===== config.mk =====
export PLATFORM = sky130hd
export DESIGN_NAME = switch_cfg_loader_flat
export DESIGN_NICKNAME = d
export VERILOG_FILES = /design/src/rtl/switch_cfg_loader_if.sv /design/src/rtl/switch_cfg_loader.sv /design/src/flat_wrapper.sv
export SDC_FILE = /design/constraint.sdc
export NUM_CORES = 1
export LEC_CHECK = 0
export ABC_CLOCK_PERIOD_IN_PS = 11450
export CAP_MARGIN = 40
export CORE_AREA = 2 2 97 169
export CTS_CLUSTER_DIAMETER = 50
export DETAILED_ROUTE_END_ITERATION = 7
export DIE_AREA = 0 0 99 171
export PLACE_DENSITY = 0.75
export SKIP_CTS_REPAIR_TIMING = 1
export SLEW_MARGIN = 20
export SYNTH_ARGS = -nofsm -noshare
export SYNTH_HDL_FRONTEND = slang
export SYNTH_SLANG_ARGS = --single-unit
export TNS_END_PERCENT = 20

===== constraint.sdc =====
create_clock -name clk -period 11.45 [get_ports clk]
set_clock_uncertainty 0.05 [all_clocks]
set_input_delay 1.7175 -clock clk [delete_from_list [all_inputs] [get_ports clk]]
set_output_delay 1.7175 -clock clk [all_outputs]
set_load 0.02 [all_outputs]

===== src/rtl/switch_cfg_loader_if.sv =====
// Bit-serial config stream in, switch-matrix config write bus and status out.
// master: the loader; slave: the stream source / matrix / observer side.
interface switch_cfg_loader_if;
  localparam int unsigned AW = 5;
  localparam int unsigned CW = 6;
  localparam int unsigned EW = 2;

  logic          sdi_valid;
  logic          sdi_bit;
  logic          sdi_ready;
  logic          cfg_we;
  logic [AW-1:0] cfg_addr;
  logic [CW-1:0] cfg_data;
  logic          busy;
  logic          done;
  logic          err;
  logic [EW-1:0] err_code;

  modport master (
    input  sdi_valid, sdi_bit,
    output sdi_ready, cfg_we, cfg_addr, cfg_data, busy, done, err, err_code
  );

  modport slave (
    output sdi_valid, sdi_bit,
    input  sdi_ready, cfg_we, cfg_addr, cfg_data, busy, done, err, err_code
  );
endinterface


===== src/rtl/switch_cfg_loader.sv =====
// Serial frame loader for the switch-matrix routing registers: sync hunt, entry
// buffering with per-entry and checksum validation, then an all-or-nothing commit.
module switch_cfg_loader #(
  parameter int unsigned NTB  = 5,
  parameter int unsigned NLR  = 4,
  parameter int unsigned CW   = 6,
  parameter logic [7:0]  SYNC = 8'hA5
) (
  input  logic                 clk,
  input  logic                 rst,
  switch_cfg_loader_if.master  bus
);
  localparam int unsigned NENT = 2 * NTB + 2 * NLR;
  localparam int unsigned AW   = 5;
  localparam int unsigned BCW  = 3;
  localparam int unsigned EW   = 2;
  localparam logic [2:0]  NTB_L = 3'(NTB);
  localparam logic [2:0]  NLR_L = 3'(NLR);

  typedef enum logic [2:0] {
    S_HUNT, S_LOAD, S_CHECK, S_COMMIT, S_DONE, S_ERROR
  } state_e;

  state_e          state_q, state_d;
  logic [7:0]      sync_q, sync_d;
  logic [CW-1:0]   field_q, field_d;
  logic [BCW-1:0]  bitcnt_q, bitcnt_d;
  logic [AW-1:0]   cnt_q, cnt_d;
  logic [CW-1:0]   acc_q, acc_d;
  logic [CW-1:0]   csum_q, csum_d;
  logic [EW-1:0]   sticky_q, sticky_d;
  logic [CW-1:0]   buf_q [NENT];
  logic [CW-1:0]   buf_d [NENT];

  logic            sdi_ready_q, sdi_ready_d;
  logic            cfg_we_q, cfg_we_d;
  logic [AW-1:0]   cfg_addr_q, cfg_addr_d;
  logic [CW-1:0]   cfg_data_q, cfg_data_d;
  logic            busy_q, busy_d;
  logic            done_q, done_d;
  logic            err_q, err_d;
  logic [EW-1:0]   err_code_q, err_code_d;

  logic            accept;
  logic [7:0]      sync_shift;
  logic [CW-1:0]   field_shift;
  logic [2:0]      side;
  logic [2:0]      idx;
  logic [EW-1:0]   entry_code;

  assign accept      = bus.sdi_valid && sdi_ready_q;
  assign sync_shift  = {sync_q[6:0], bus.sdi_bit};
  assign field_shift = {field_q[CW-2:0], bus.sdi_bit};
  assign side        = field_shift[2:0];
  assign idx         = field_shift[5:3];

  // Legality of the entry completing on this bit; side 0 ignores the index.
  always_comb begin
    entry_code = 2'd0;
    if (side >= 3'd5) begin
      entry_code = 2'd1;
    end else if ((side == 3'd1 || side == 3'd3) && idx >= NTB_L) begin
      entry_code = 2'd2;
    end else if ((side == 3'd2 || side == 3'd4) && idx >= NLR_L) begin
      entry_code = 2'd2;
    end
  end

  always_ff @(posedge clk or posedge rst) begin
    if (rst) begin
      state_q  <= S_HUNT;
      sync_q   <= '0;
      field_q  <= '0;
      bitcnt_q <= '0;
      cnt_q    <= '0;
      acc_q    <= '0;
      csum_q   <= '0;
      sticky_q <= '0;
      for (int i = 0; i < NENT; i++) buf_q[i] <= '0;
    end else begin
      state_q  <= state_d;
      sync_q   <= sync_d;
      field_q  <= field_d;
      bitcnt_q <= bitcnt_d;
      cnt_q    <= cnt_d;
      acc_q    <= acc_d;
      csum_q   <= csum_d;
      sticky_q <= sticky_d;
      buf_q    <= buf_d;
    end
  end

  always_comb begin
    state_d  = state_q;
    sync_d   = sync_q;
    field_d  = field_q;
    bitcnt_d = bitcnt_q;
    cnt_d    = cnt_q;
    acc_d    = acc_q;
    csum_d   = csum_q;
    sticky_d = sticky_q;
    buf_d    = buf_q;
    case (state_q)
      S_HUNT: begin
        if (accept) begin
          sync_d = sync_shift;
          if (sync_shift == SYNC) begin
            state_d  = S_LOAD;
            sync_d   = '0;
            field_d  = '0;
            bitcnt_d = '0;
            cnt_d    = '0;
            acc_d    = '0;
            sticky_d = '0;
          end
        end
      end
      S_LOAD: begin
        if (accept) begin
          field_d = field_shift;
          if (bitcnt_q == BCW'(CW - 1)) begin
            bitcnt_d = '0;
            // Entry index NENT is the trailing checksum field.
            if (cnt_q == AW'(NENT)) begin
              csum_d  = field_shift;
              state_d = S_CHECK;
            end else begin
              buf_d[cnt_q] = field_shift;
              acc_d        = acc_q ^ field_shift;
              if (sticky_q == 2'd0) sticky_d = entry_code;
              cnt_d        = AW'(cnt_q + AW'(1));
            end
          end else begin
            bitcnt_d = BCW'(bitcnt_q + BCW'(1));
          end
        end
      end
      S_CHECK: begin
        cnt_d   = '0;
        state_d = (sticky_q != 2'd0 || csum_q != acc_q) ? S_ERROR : S_COMMIT;
      end
      S_COMMIT: begin
        if (cnt_q == AW'(NENT - 1)) begin
          cnt_d   = '0;
          state_d = S_DONE;
        end else begin
          cnt_d = AW'(cnt_q + AW'(1));
        end
      end
      S_DONE, S_ERROR: begin
        sync_d  = '0;
        state_d = S_HUNT;
      end
      default: state_d = S_HUNT;
    endcase
  end

  // Outputs are decoded from the next state so they are registered yet aligned.
  always_comb begin
    sdi_ready_d = (state_d == S_HUNT) || (state_d == S_LOAD);
    busy_d      = (state_d != S_HUNT);
    cfg_we_d    = (state_d == S_COMMIT);
    cfg_addr_d  = cfg_we_d ? cnt_d : '0;
    cfg_data_d  = cfg_we_d ? buf_q[cnt_d] : '0;
    done_d      = (state_d == S_DONE);
    err_d       = (state_d == S_ERROR);
    err_code_d  = err_code_q;
    if (state_d == S_ERROR) begin
      err_code_d = (sticky_q != 2'd0) ? sticky_q : 2'd3;
    end
  end

  always_ff @(posedge clk or posedge rst) begin
    if (rst) begin
      sdi_ready_q <= 1'b1;
      busy_q      <= 1'b0;
      cfg_we_q    <= 1'b0;
      cfg_addr_q  <= '0;
      cfg_data_q  <= '0;
      done_q      <= 1'b0;
      err_q       <= 1'b0;
      err_code_q  <= '0;
    end else begin
      sdi_ready_q <= sdi_ready_d;
      busy_q      <= busy_d;
      cfg_we_q    <= cfg_we_d;
      cfg_addr_q  <= cfg_addr_d;
      cfg_data_q  <= cfg_data_d;
      done_q      <= done_d;
      err_q       <= err_d;
      err_code_q  <= err_code_d;
    end
  end

  assign bus.sdi_ready = sdi_ready_q;
  assign bus.busy      = busy_q;
  assign bus.cfg_we    = cfg_we_q;
  assign bus.cfg_addr  = cfg_addr_q;
  assign bus.cfg_data  = cfg_data_q;
  assign bus.done      = done_q;
  assign bus.err       = err_q;
  assign bus.err_code  = err_code_q;
endmodule


===== src/flat_wrapper.sv =====
// flat-port wrapper written by rule: the top's interface ports become plain ports
module switch_cfg_loader_flat 
#(
  parameter int unsigned NTB  = 5,
  parameter int unsigned NLR  = 4,
  parameter int unsigned CW   = 6,
  parameter logic [7:0]  SYNC = 8'hA5
)
  (clk, rst, bus_sdi_valid, bus_sdi_bit, bus_sdi_ready, bus_cfg_we, bus_cfg_addr, bus_cfg_data, bus_busy, bus_done, bus_err, bus_err_code);
  switch_cfg_loader_if bus_i ();
  input  logic clk;
  input  logic rst;
  input wire logic [$bits(bus_i.sdi_valid)-1:0] bus_sdi_valid;
  input wire logic [$bits(bus_i.sdi_bit)-1:0] bus_sdi_bit;
  output wire logic [$bits(bus_i.sdi_ready)-1:0] bus_sdi_ready;
  output wire logic [$bits(bus_i.cfg_we)-1:0] bus_cfg_we;
  output wire logic [$bits(bus_i.cfg_addr)-1:0] bus_cfg_addr;
  output wire logic [$bits(bus_i.cfg_data)-1:0] bus_cfg_data;
  output wire logic [$bits(bus_i.busy)-1:0] bus_busy;
  output wire logic [$bits(bus_i.done)-1:0] bus_done;
  output wire logic [$bits(bus_i.err)-1:0] bus_err;
  output wire logic [$bits(bus_i.err_code)-1:0] bus_err_code;
  assign bus_i.sdi_valid = bus_sdi_valid;
  assign bus_i.sdi_bit = bus_sdi_bit;
  assign bus_sdi_ready = bus_i.sdi_ready;
  assign bus_cfg_we = bus_i.cfg_we;
  assign bus_cfg_addr = bus_i.cfg_addr;
  assign bus_cfg_data = bus_i.cfg_data;
  assign bus_busy = bus_i.busy;
  assign bus_done = bus_i.done;
  assign bus_err = bus_i.err;
  assign bus_err_code = bus_i.err_code;
  switch_cfg_loader #(.NTB(NTB), .NLR(NLR), .CW(CW), .SYNC(SYNC)) u_core (.clk(clk), .rst(rst), .bus(bus_i));
endmodule

==> metrics <==
status finished clean; Crit path arrival time 4840 ps; yosys synthesis warning count 0; Avg Inst Size Synth between 10 and 15 um^2; Die Area roughly 17,000 um^2; Synth top area share a little over half; synth unique cells 57; Detailed Route WL 18.3 mm; depth of the CTS H-tree 4; layout cells sized above 1 29.4%; clock latency on the worst-skew pair about 420 ps; maximum vdd drop about 0.000085 V; Rows 61; DRT antenna net count 0; GRT overflow 0; total negative slack 0 ps; Die Span X around 100 um; Slew @ Worst Pin between 800 and 900 ps; CTS tree done; Post-synth top cells 162 x dfrtp_1, 121 x mux2_2, 58 x mux2i_1; final core occ a little under three fifths; Core ar. about 16,000 um^2; Vias/cell around 6; clk sink count between 150 and 200; first-pass GRT wire length just under 30 mm; Req. time, crit path about 12,000 ps; sum of buffers and inverters on the critical path 3; wire per inst about 23 um; pre-CTS WS between 6000 and 7000 ps; Min Clock Period, post-route between 4000 and 5000 ps; worst r2r path cells 8; worst setup path startpoint bus_sdi_bit; most area-consuming cells after synthesis dfrtp_1 53%, mux2_2 18%, mux2i_1 7.6%; asr flop ratio synth 100%; initial core utilization roughly half; Final Hold Fails 0; fin. max-slew vios 0; initial antenna violation count 0; DP Wirelength approximately 12 mm; Final setup viols 0; Max-slew headroom approximately 41%; post-layout instance area ~8800 um^2; # IOs 22; hold path depth 1; Post-Syn Nets ~590; Clock transition at path regs 60 ps; Fillers 1,278; final estimated routing congestion in global placement a little under 0.9; Pwr per Cell Area around 150 nW/um^2; r2r setup slk 7830 ps; leakage dissipation roughly 4.2 nW; Final nets approximately 610; gr usage total 22.9%; Post-Syn Area 7640 um^2; Post-DP Area approximately 8100 um^2; DRT iter0 DRCs around 230; Fin Hold WS 428 ps; root buffer cell clkbuf_16; Largest stage delay, worst path about 470 ps; DR pass1 iterations 4; Slowest-stage cell, CP mux4_1; worst path cell trace clkdlybuf4s50_1 > buf_4 > nand4bb_2 > o41ai_4 > nand2b_2 > mux2_4 > buf_16 > mux4_1 > mux2_2 > a211o_1; fmax 218 MHz; Yosys reg bits ~160; DR vias between 4,000 and 5,000; Seq/Total Area, Yosys between 50% and 60%; diode count 0; synthesis-to-finish area growth 14.7%; Cells after Synth just under 600; most common cell in the netlist dfrtp_1; Hold Path End u_core.bus.err_code[1]$_DFFE_PP0P_; Main synth FF type dfrtp_1; TritonCTS buffer count 17; worst min-delay path class reg -> reg; worst r2r dst u_core.bus.cfg_data[4]$_DFF_PP0_; # port buffers 21; WS Path Type in -> reg; min-delay src u_core.bus.err_code[1]$_DFFE_PP0P_; area leader, netlist dfrtp_1; post-route setup slack 6870 ps; period utilisation layout around two fifths; RSZ-0062 raised after global routing no; delay-heaviest family, CP multiplexers; vias in the first global route ~5,300; Post-synth EDFFs 0; Worst Setup End Kind flip-flop; Longest Clk Path Bufs 2; max cap viols 0; pin count of the biggest net entering global routing 75; residual DRC count 0; crit path launch type primary input; CP Max Fanout 36; Reg-to-Reg Start u_core.state_q[2]$_DFF_PP0_; Die Height about 170 um
## cells in the final DEF, fill, tap and decap left out, types with 5 or more instances in the layout
master / Yosys / final
clkdlybuf4s50_1: 0 / 21
o21ai_0: 19 / 19
nand3_1: 10 / 10
clkbuf_16: 0 / 17
xnor2_1: 5 / 5
mux2i_1: 58 / 58
mux2_2: 121 / 121
a211o_1: 6 / 6
mux4_2: 6 / 6
nor3_1: 6 / 6
a21oi_1: 5 / 5
dfrtp_1: 162 / 162
a22o_1: 11 / 11
xor2_1: 5 / 5
and2_1: 6 / 6
inv_1: 8 / 7
nor2_1: 28 / 28
nand2_1: 38 / 38
## sequential cells by signal, indices dropped and copies added, names as in the netlist, 5 cells and up
name	cells
u_core.field_q	5
u_core.bus.cfg_data	6
u_core.acc_q	6
u_core.sync_q	7
u_core.csum_q	6
u_core.buf_q	108
u_core.cnt_q	5
u_core.bus.cfg_addr	5
## per-layer routing
metal / up-vias / wire, um / global-route usage (%)
li1: 2163 / - / -
met1: 2465 / 6180 / 23.1
met2: 151 / 10200 / 41.5
met3: 70 / 640 / 3.68
met4: 0 / 1330 / 17.1
met5: - / 0 / 0
## metrics by stage
| step | total power (W) | instances |
|---|---|---|
| after global routing | 0.00135 | 808 |
| after floorplan | 0.000663 | 586 |
| after CTS | 0.00131 | 805 |
| after global placement | 0.000682 | 769 |
| after detailed placement | 0.000699 | 773 |
| final | 0.00131 | 808 |
## final cells by class
cell class                 count  area (um^2)  area share (%)
timing repair buffer          31          388            4.42
clock buffer                  22          474            5.41
tap                          189          236            2.70
sequential                   163         4080            46.5
inverter                      10         42.5           0.485
clock inverter                10          171            1.96
multi-input combinational    383         3370            38.5
## worst reg2reg max path, cell delays in order (launching register included)
cell and delay, ps:
dfrtp_1 510, or3b_2 660, a31oi_1 280, nand2b_2 200, mux2_4 330, buf_16 290
mux4_1 620, mux2_2 270, a211o_1 290
## power breakdown
part | switching, W | internal (W)
registers | 0.0000208 | 0.000590
clock network | 0.000232 | 0.000385
logic | 0.0000456 | 0.0000317
total | 0.000298 | 0.00101
## worst max path at each step
| stage | slack, ps | to | cells past startpoint |
|---|---|---|---|
| floorplan | 5280 | u_core.acc_q[0]$_DFFE_PP0P_ | 1 |
| global placement | 6410 | u_core.bus.cfg_data[4]$_DFF_PP0_ | 8 |
| detailed placement | 6330 | u_core.bus.cfg_data[4]$_DFF_PP0_ | 8 |
| CTS | 6760 | u_core.bus.cfg_data[4]$_DFF_PP0_ | 8 |
| global route | 6720 | u_core.bus.cfg_data[4]$_DFF_PP0_ | 9 |
| finish | 6870 | u_core.bus.cfg_data[4]$_DFF_PP0_ | 10 |
## cells by family after synthesis
| family | Yosys count | synth area share [%] |
|---|---|---|
| muxes | 187 | 27.7 |
| DFF | 163 | 53.4 |
| and+or+nand+nor | 118 | 8.27 |
| AOI/OAI and AO/OA | 64 | 6.29 |
| buffers and inverters | 40 | 2.52 |
| xor gates and xnor gates | 10 | 1.15 |
| adders and majority gates | 4 | 0.655 |
Note: power is estimated with default switching activity, not from simulation.
